## config.mk

```make
export PLATFORM = sky130hd
export DESIGN_NAME = vga_vram_arbiter
export DESIGN_NICKNAME = d
export VERILOG_FILES = /design/src/rtl/vga_pkg.sv /design/src/rtl/vram_wr_fifo.sv /design/src/rtl/vga_vram_arbiter.sv
export SDC_FILE = /design/constraint.sdc
export NUM_CORES = 1
export LEC_CHECK = 0
export BUFFER_PORTS_ARGS = -buffer_cell sky130_fd_sc_hd__clkbuf_2
export CAP_MARGIN = 20
export CORE_MARGIN = 3
export CORE_UTILIZATION = 52
export DETAILED_ROUTE_END_ITERATION = 7
export PLACE_DENSITY = 0.76
export SYNTH_ARGS = -nofsm -noshare
export SYNTH_HDL_FRONTEND = slang
export SYNTH_HIERARCHICAL = 1
export SYNTH_SLANG_ARGS = --single-unit
```

## constraint.sdc

```tcl
create_clock -name clock -period 4 [get_ports clock]
set_clock_uncertainty 0.15 [all_clocks]
set_input_delay 1 -clock clock [delete_from_list [all_inputs] [get_ports clock]]
set_output_delay 1 -clock clock [all_outputs]
set_load 0.03 [all_outputs]
```

## src/rtl/vga_pkg.sv

```systemverilog
// Shared types and constants for the VGA framebuffer / VRAM arbitration path.
// 160x120 framebuffer of 3-bit RGB; each framebuffer pixel covers a 4x4 screen block.
package vga_pkg;

    localparam int FB_W        = 160;
    localparam int FB_H        = 120;
    localparam int SCALE_SHIFT = 2;
    localparam int ADDR_W      = 15;
    localparam int RGB_W       = 3;
    localparam int X_W         = 8;
    localparam int Y_W         = 7;

    typedef struct packed {
        logic [X_W-1:0]   x;
        logic [Y_W-1:0]   y;
        logic [RGB_W-1:0] rgb;
    } wr_entry_t;

    localparam int WR_ENTRY_W = $bits(wr_entry_t);

    // y*160 + x built from shifts so no multiplier is inferred.
    function automatic logic [ADDR_W-1:0] fb_addr(input logic [X_W-1:0] x,
                                                  input logic [Y_W-1:0] y);
        logic [ADDR_W-1:0] y_ext;
        logic [ADDR_W-1:0] x_ext;
        y_ext = {{(ADDR_W-Y_W){1'b0}}, y};
        x_ext = {{(ADDR_W-X_W){1'b0}}, x};
        return (y_ext << 7) + (y_ext << 5) + x_ext;
    endfunction

    function automatic logic in_range(input wr_entry_t e);
        return (e.x < X_W'(FB_W)) && (e.y < Y_W'(FB_H));
    endfunction

endpackage

```

## src/rtl/vram_wr_fifo.sv

```systemverilog
// Small first-word-fall-through FIFO holding pending pixel writes.
// Head is visible combinationally; push and pop in one cycle leave the count unchanged.
module vram_wr_fifo #(
    parameter int DEPTH = 4,
    parameter int WIDTH = 18
) (
    input  logic             clock,
    input  logic             reset,
    input  logic             push,
    input  logic [WIDTH-1:0] push_data,
    input  logic             pop,
    output logic [WIDTH-1:0] head,
    output logic             full,
    output logic             empty
);

    localparam int PTR_W = (DEPTH > 1) ? $clog2(DEPTH) : 1;
    localparam int CNT_W = $clog2(DEPTH + 1);

    logic [WIDTH-1:0] mem_reg [DEPTH];
    logic [PTR_W-1:0] wr_ptr_reg;
    logic [PTR_W-1:0] rd_ptr_reg;
    logic [CNT_W-1:0] count_reg;
    logic [CNT_W-1:0] count_next;
    logic             do_push;
    logic             do_pop;

    assign full    = (count_reg == CNT_W'(DEPTH));
    assign empty   = (count_reg == '0);
    assign do_push = push && !full;
    assign do_pop  = pop && !empty;
    assign head    = mem_reg[rd_ptr_reg];

    always_comb begin
        count_next = count_reg;
        if (do_push && !do_pop) begin
            count_next = count_reg + CNT_W'(1);
        end else if (do_pop && !do_push) begin
            count_next = count_reg - CNT_W'(1);
        end
    end

    always_ff @(posedge clock or negedge reset) begin
        if (!reset) begin
            wr_ptr_reg <= '0;
            rd_ptr_reg <= '0;
            count_reg  <= '0;
        end else begin
            if (do_push) begin
                wr_ptr_reg <= wr_ptr_reg + PTR_W'(1);
            end
            if (do_pop) begin
                rd_ptr_reg <= rd_ptr_reg + PTR_W'(1);
            end
            count_reg <= count_next;
        end
    end

    // Storage carries no reset: pointers alone define which entries are live.
    always_ff @(posedge clock) begin
        if (do_push) begin
            mem_reg[wr_ptr_reg] <= push_data;
        end
    end

endmodule

```

## src/rtl/vga_vram_arbiter.sv

```systemverilog
// Shares single-port VRAM between display fetch (absolute priority) and queued pixel writes.
// Define VRAM_ARB_BLANK_ONLY_EN to restrict write slots to blanking (vid_active = 0).
module vga_vram_arbiter
    import vga_pkg::*;
#(
    parameter int WR_FIFO_DEPTH = 4
) (
    input  logic              clock,
    input  logic              reset,
    input  logic              vid_active,
    input  logic [9:0]        vid_x,
    input  logic [8:0]        vid_y,
    input  logic              wr_valid,
    output logic              wr_ready,
    input  logic [X_W-1:0]    wr_x,
    input  logic [Y_W-1:0]    wr_y,
    input  logic [RGB_W-1:0]  wr_rgb,
    output logic [ADDR_W-1:0] mem_addr,
    output logic              mem_we,
    output logic [RGB_W-1:0]  mem_wdata,
    input  logic [RGB_W-1:0]  mem_rdata,
    output logic [RGB_W-1:0]  oRGB
);

    wr_entry_t               wr_entry;
    wr_entry_t               head;
    logic [WR_ENTRY_W-1:0]   head_bits;
    logic                    fifo_full;
    logic                    fifo_empty;
    logic                    push;
    logic                    display_slot;
    logic                    write_slot;
    logic                    grant_write;
    logic [ADDR_W-1:0]       disp_addr;
    logic [ADDR_W-1:0]       head_addr;
    logic [ADDR_W-1:0]       addr_hold_reg;
    logic [RGB_W-1:0]        wdata_hold_reg;
    logic [RGB_W-1:0]        pix_reg;
    logic                    disp_d1_reg;
    logic                    active_d1;
    logic                    active_d2;

    assign wr_entry = '{x: wr_x, y: wr_y, rgb: wr_rgb};
    assign head     = wr_entry_t'(head_bits);

    // wr_ready is gated by reset so no request is accepted while reset is held.
    assign wr_ready = reset && !fifo_full;
    assign push     = wr_valid && wr_ready;

    vram_wr_fifo #(
        .DEPTH (WR_FIFO_DEPTH),
        .WIDTH (WR_ENTRY_W)
    ) u_wr_fifo (
        .clock     (clock),
        .reset     (reset),
        .push      (push),
        .push_data (wr_entry),
        .pop       (write_slot),
        .head      (head_bits),
        .full      (fifo_full),
        .empty     (fifo_empty)
    );

    assign display_slot = vid_active && (vid_x[1:0] == 2'b00);
    assign disp_addr    = fb_addr(X_W'(vid_x >> SCALE_SHIFT), Y_W'(vid_y >> SCALE_SHIFT));
    assign head_addr    = fb_addr(head.x, head.y);

`ifdef VRAM_ARB_BLANK_ONLY_EN
    assign write_slot = !vid_active && !fifo_empty;
`else
    assign write_slot = !display_slot && !fifo_empty;
`endif

    // Out-of-range heads still consume their slot but never reach the RAM.
    assign grant_write = write_slot && in_range(head);

    always_comb begin
        mem_addr  = addr_hold_reg;
        mem_we    = 1'b0;
        mem_wdata = wdata_hold_reg;
        if (!reset) begin
            mem_addr  = '0;
            mem_wdata = '0;
        end else if (display_slot) begin
            mem_addr = disp_addr;
        end else if (grant_write) begin
            mem_addr  = head_addr;
            mem_we    = 1'b1;
            mem_wdata = head.rgb;
        end
    end

    always_ff @(posedge clock or negedge reset) begin
        if (!reset) begin
            addr_hold_reg  <= '0;
            wdata_hold_reg <= '0;
            disp_d1_reg    <= 1'b0;
            pix_reg        <= '0;
            active_d1      <= 1'b0;
            active_d2      <= 1'b0;
        end else begin
            if (display_slot) begin
                addr_hold_reg <= disp_addr;
            end else if (grant_write) begin
                addr_hold_reg  <= head_addr;
                wdata_hold_reg <= head.rgb;
            end
            disp_d1_reg <= display_slot;
            // RAM data for a display slot is valid one cycle after its address.
            if (disp_d1_reg) begin
                pix_reg <= mem_rdata;
            end
            active_d1 <= vid_active;
            active_d2 <= active_d1;
        end
    end

    assign oRGB = active_d2 ? pix_reg : '0;

endmodule

```

# Word level (Yosys, flattened, before mapping)

Memories as Yosys holds them, arrays and structs flattened.
Index checks and enable logic that the tools add are counted.

Bits in latches: 0
Bits in read-only memories: 0
Memories kept: 1
Output and inout bits: 23
Bits in writable memories: 72
Register bits: 31

Shift operators: 0
Reductions and logical operators: 18
Equal/unequal tests: 1
Muxes and demuxes: 14
Multiply operators: 0
Bitwise operators: 0
Divide/modulo/power cells: 0
Order comparisons: 2
Add/sub/neg operators: 8

Memory list:

| memory            | words | bits a word | rd ports | clocked after Yosys merged registers in | wr ports | line               | RTL |
|---|---|---|---|---|---|---|---|
| u_wr_fifo.mem_reg | 4     | 18          | 1        | 0                                       | 1        | vram_wr_fifo.sv:20 | `logic [WIDTH-1:0] mem_reg [DEPTH];` |

Operators with widths:

| cell                | number |
|---|---|
| $mux 15             | 3 |
| $add 14x12->15      | 2 |
| $add 15x8->15       | 2 |
| $mux 3              | 6 |
| $logic_and 1x1->1   | 10 |
| $lt 8x8->1 const B  | 1 |
| $lt 7x7->1 const B  | 1 |
| $logic_not 1->1     | 5 |
| $mux 1              | 5 |
| $add 2x1->2 const B | 2 |
| $add 3x1->3 const B | 1 |
| $eq 3x3->1 const B  | 1 |
| $logic_not 3->1     | 1 |
| $sub 3x1->3 const B | 1 |
| $logic_not 2->1     | 1 |
| $reduce_bool 2->1   | 1 |

# Logic depth before layout (Yosys ltp)

Depth in word-level cells: 9
Depth in mapped cells: 12
Mapped depth without buffers: 11

# Hierarchy

The synthesis kept the hierarchy.

By module, submodules not included:

| module           | instances | cells an instance | seq. area each (um^2) | area each (um^2) |
|---|---|---|---|---|
| vram_wr_fifo     | 1         | 130               | 2337.2                | 3015.4 |
| vga_vram_arbiter | 1         | 234               | 600.6                 | 2015.7 |

# Worst setup path before layout

OpenSTA, ideal clock, no wires.

Kind: input-to-output
Start point: input port vid_x[9]
End point: output port mem_addr[12]
Buffers on the path: 0
Cell stages on the path: 8
Data arrival time: 3.535 ns
Setup slack: -0.685 ns
Cells stage by stage: inv_1 fa_1 fa_1 nand2b_1 a21oi_1 o21ai_0 a211o_1 a211oi_1

Word-level cells in the longest chain between the ends: 3

RTL lines:

| element            | line                   | RTL |
|---|---|---|
| start: declaration | vga_vram_arbiter.sv:11 | `input logic [9:0] vid_x,` |
| $add 15x8->15      | vga_pkg.sv:28          | `return (y_ext << 7) + (y_ext << 5) + x_ext;` |
| $mux 15            | vga_vram_arbiter.sv:84 | `end else if (display_slot) begin` |
| $mux 15            | vga_vram_arbiter.sv:81 | `if (!reset) begin` |
| end: declaration   | vga_vram_arbiter.sv:18 | `output logic [ADDR_W-1:0] mem_addr,` |

Every way passes these cells.

==> flow_summary.yaml <==
synth:
  synth_compound_area_share_pct: 7.635
  synth_common_cells: "edfxtp_1 (72), dfrtp_1 (31), ha_1 (31)"
  postSynth.asyncResetShare_pct: 30.10
  synth_cells: 364
  synth_ff_type: "edfxtp_1"
  yosysUniqueCellTypes: 49
  ys_seq_area_share_pct: 58.39
  yosysTopAreaCellShare_pct: 42.97
  synthXorXnorAreaFrac_pct: 1.567
  yosysMostFrequentCell: "edfxtp_1"
  yosysTopAreaCell: "edfxtp_1"
  synth_top_family_by_area: "multiplexers"
  synthSimpleGateAreaFrac_pct: 9.600
  synth_area_leaders: "edfxtp_1 (43%), dfrtp_1 (15%), mux4_2 (8.1%)"
  synth-seq-cells: 103
  synth-edff-count: 72
  yosys_warnings: 6
  synth.mux.area_fraction_pct: 9.848
  synthAdderAreaFrac_pct: 9.699
  synth_area_per_cell_sq_um: 13.82
  postSynthNetCount: 444
  netlist_area_sq_um: 5031
placed_design:
  place_area_sq_um: 6022
  dp_hpwl_um: 7708
  dp_cells: 604
  gp_congestion: 0.8773
  io_buffers: 64
worst_setup_path:
  worst_r2r_path_depth: 13
  r2r_start: "u_wr_fifo/rd_ptr_reg[0]$_DFFE_PN0P_"
  cpMaxStageDelayCell: "fa_2"
  critPathKind: "register to output pin"
  crit_cells: 11
  cpMostUsedCell: "fa_2"
  cp-end-kind: "output pin"
  crit_start: "u_wr_fifo/rd_ptr_reg[0]$_DFFE_PN0P_"
  max_stage_delay_ns: 0.61
  path_cells: "buf_12 -> mux4_2 -> inv_2 -> fa_2 -> fa_2 -> nor2b_4 -> o31a_1 -> o31ai_2 -> a21bo_2 -> a211oi_4 -> clkbuf_8"
  crit_fanout: 5
  arrival_ns: 3.61
  critPathTopFamily: "compound AO/OA/AOI/OAI gates"
  worstPathRequired_ns: 2.85
  crit_path_start_kind: "register"
  path_buf_inv: 3
route:
  wirelength_um: 12750
  drt-pass1-iter-count: 4
  viasPerCell: 5.572
  drc_errors: 0
  wl_per_cell_um: 19.43
  dr_total_vias: 3655
  drt_iter0_drc: 145
  ant_nets: 0
sta:
  post-route-period-util_pct: 119.1
  max_freq_mhz: 210.0
  grt_setup_unrepaired: "true"
  slew_violations: 0
  hold_viol: 0
  worst_slack_ns: -0.7620
  finalCriticalPeriod_ns: 4.762
  setup_viol: 19
  hold_slack_ns: 0.2079
  slew_headroom_pct: 62.38
  tightest_slew_ns: 0.5632
final_layout:
  fillerInstances: 493
  num_antenna_cells: 0
  final_cells: 656
  nets: 602
  largest_register_ffs: 72
  layout-drive-gt1-share_pct: 54.65
  final_area_sq_um: 7159
  regArea_sq_um: 2939
  multi_input_area_sq_um: 2441
  syn_to_final_growth_pct: 42.30
clock_network:
  cts_buffers: 9
  insertion_delay_ns: 0.38
  cts_root_buffer: "clkbuf_8"
  cts.sinks: 103
  cts_tree: "built"
  htreeDepth: 3
  clkSlewWorstSetupHoldPaths_ns: 0.11
  ctsLongestPathBuffers: 2
grt:
  grt_max_degree: 44
  grt_pass1_wl_um: 19870
  grt_pass1_vias: 3865
  overflow: 0
  antenna_found_initial: 0
  grt_use_total_pct: 23.38
die:
  die_h_um: 104.4
  dieArea_sq_um: 10890
  die_w_um: 104.4
  floorplan.initialDensity_pct: 53.94
  io_pins: 67
  fp-row-count: 35
  coreArea_sq_um: 9328
power:
  peakVddDrop_mv: 0.5064
  p_leak_nw: 2.953
  powerDensity_nw_per_um2: 997.0
outcome:
  violations: "setup timing"
  status: "complete, but fails checks"
hold_path:
  holdPathStages: 0
  min_path_type: "register to register"
  worstHoldStart: "active_d1$_DFF_PN0_"
flow_run:
  maxCapViolCount: 0
## cell usage in the layout, fill, tap and decap left out, types with 10 or more instances in the layout
cell,netlist,layout
clkbuf_2,0,44
and2_1,21,11
buf_6,2,13
edfxtp_1,72,72
ha_1,31,20
buf_4,2,78
clkbuf_8,0,21
dfrtp_1,31,30
a21oi_1,17,11
mux4_2,18,18
inv_1,23,15
ha_4,0,11
nand2_1,30,12
nor2_1,20,19
and2_4,0,10
nand2_2,1,18
## routing by layer
layer	wire length [um]	up-vias	track usage, %
li1	-	1653	-
met1	4903	1851	27.78
met2	6824	120	42.57
met3	664	31	4.097
met4	357	0	8.167
met5	0	-	0
## worst register-to-register path, cell delays in order, from the launching register on
cell	delay, ns
dfrtp_2	0.41
buf_12	0.13
mux4_2	0.54
inv_2	0.12
fa_2	0.46
buf_4	0.16
inv_2	0.06
ha_4	0.19
a21oi_4	0.17
o22ai_4	0.10
o22ai_2	0.22
mux2i_2	0.34
buf_4	0.16
a21oi_1	0.05
## logic make-up (layout without fill, tap and decap cells)
kind of cell    count (synthesis)  in the layout
simple gates                   96             96
fa+ha+maj                      36             36
compound gates                 58             58
xor+xnor                        9              9
flops                         103            103
mux                            26             26
buf+inv                        36            199
## stage by stage
stage	total power [mW]	util, %	setup TNS (ns)	setup WS [ns]
CTS	6.502	74.46	-7.536	-0.7235
finish	7.138	76.75	-9.661	-0.7620
floorplan	3.560	-	-0.6917	-0.2064
detailed placement	4.598	64.56	-3.606	-0.6220
global route	7.500	76.75	-10.89	-0.8247
global placement	4.476	64.56	-3.236	-0.5750
## power by group
group | total, mW | switching, mW | internal, mW | leakage (nW)
Combinational | 4.96 | 2.36 | 2.60 | 1.83
Clock | 0.687 | 0.385 | 0.302 | 0.101
Sequential | 1.49 | 0.112 | 1.38 | 1.02
Total | 7.14 | 2.86 | 4.28 | 2.95
## layout make-up
type / count / area share [%]
clock inverter: 6 / 1.084
multi-input combinational: 225 / 34.10
clock buffer: 10 / 1.783
timing repair buffer: 159 / 18.33
sequential: 103 / 41.05
inverter: 24 / 1.398
tap: 129 / 2.254
## path summary, 6_finish.rpt
path | slack, ns | to
worst max-delay path | -0.76 | mem_addr[12]
worst min-delay path | 0.21 | active_d2$_DFF_PN0_
worst max register to register | 0.61 | addr_hold_reg[13]$_DFF_PN0_
worst min register to register | 0.21 | active_d2$_DFF_PN0_
max in group asynchronous | 2.78 | u_wr_fifo/rd_ptr_reg[0]$_DFFE_PN0P_
min in group asynchronous | 0.54 | addr_hold_reg[0]$_DFF_PN0_
## timing repair
item	in CTS	in global routing
gates cloned	2	0
gates resized for setup	112	39
setup buffers	23	16
pin swaps	42	27
endpoints found under the setup margin	19	19
hold buffers	0	0
(Power assumes the default switching activity.)
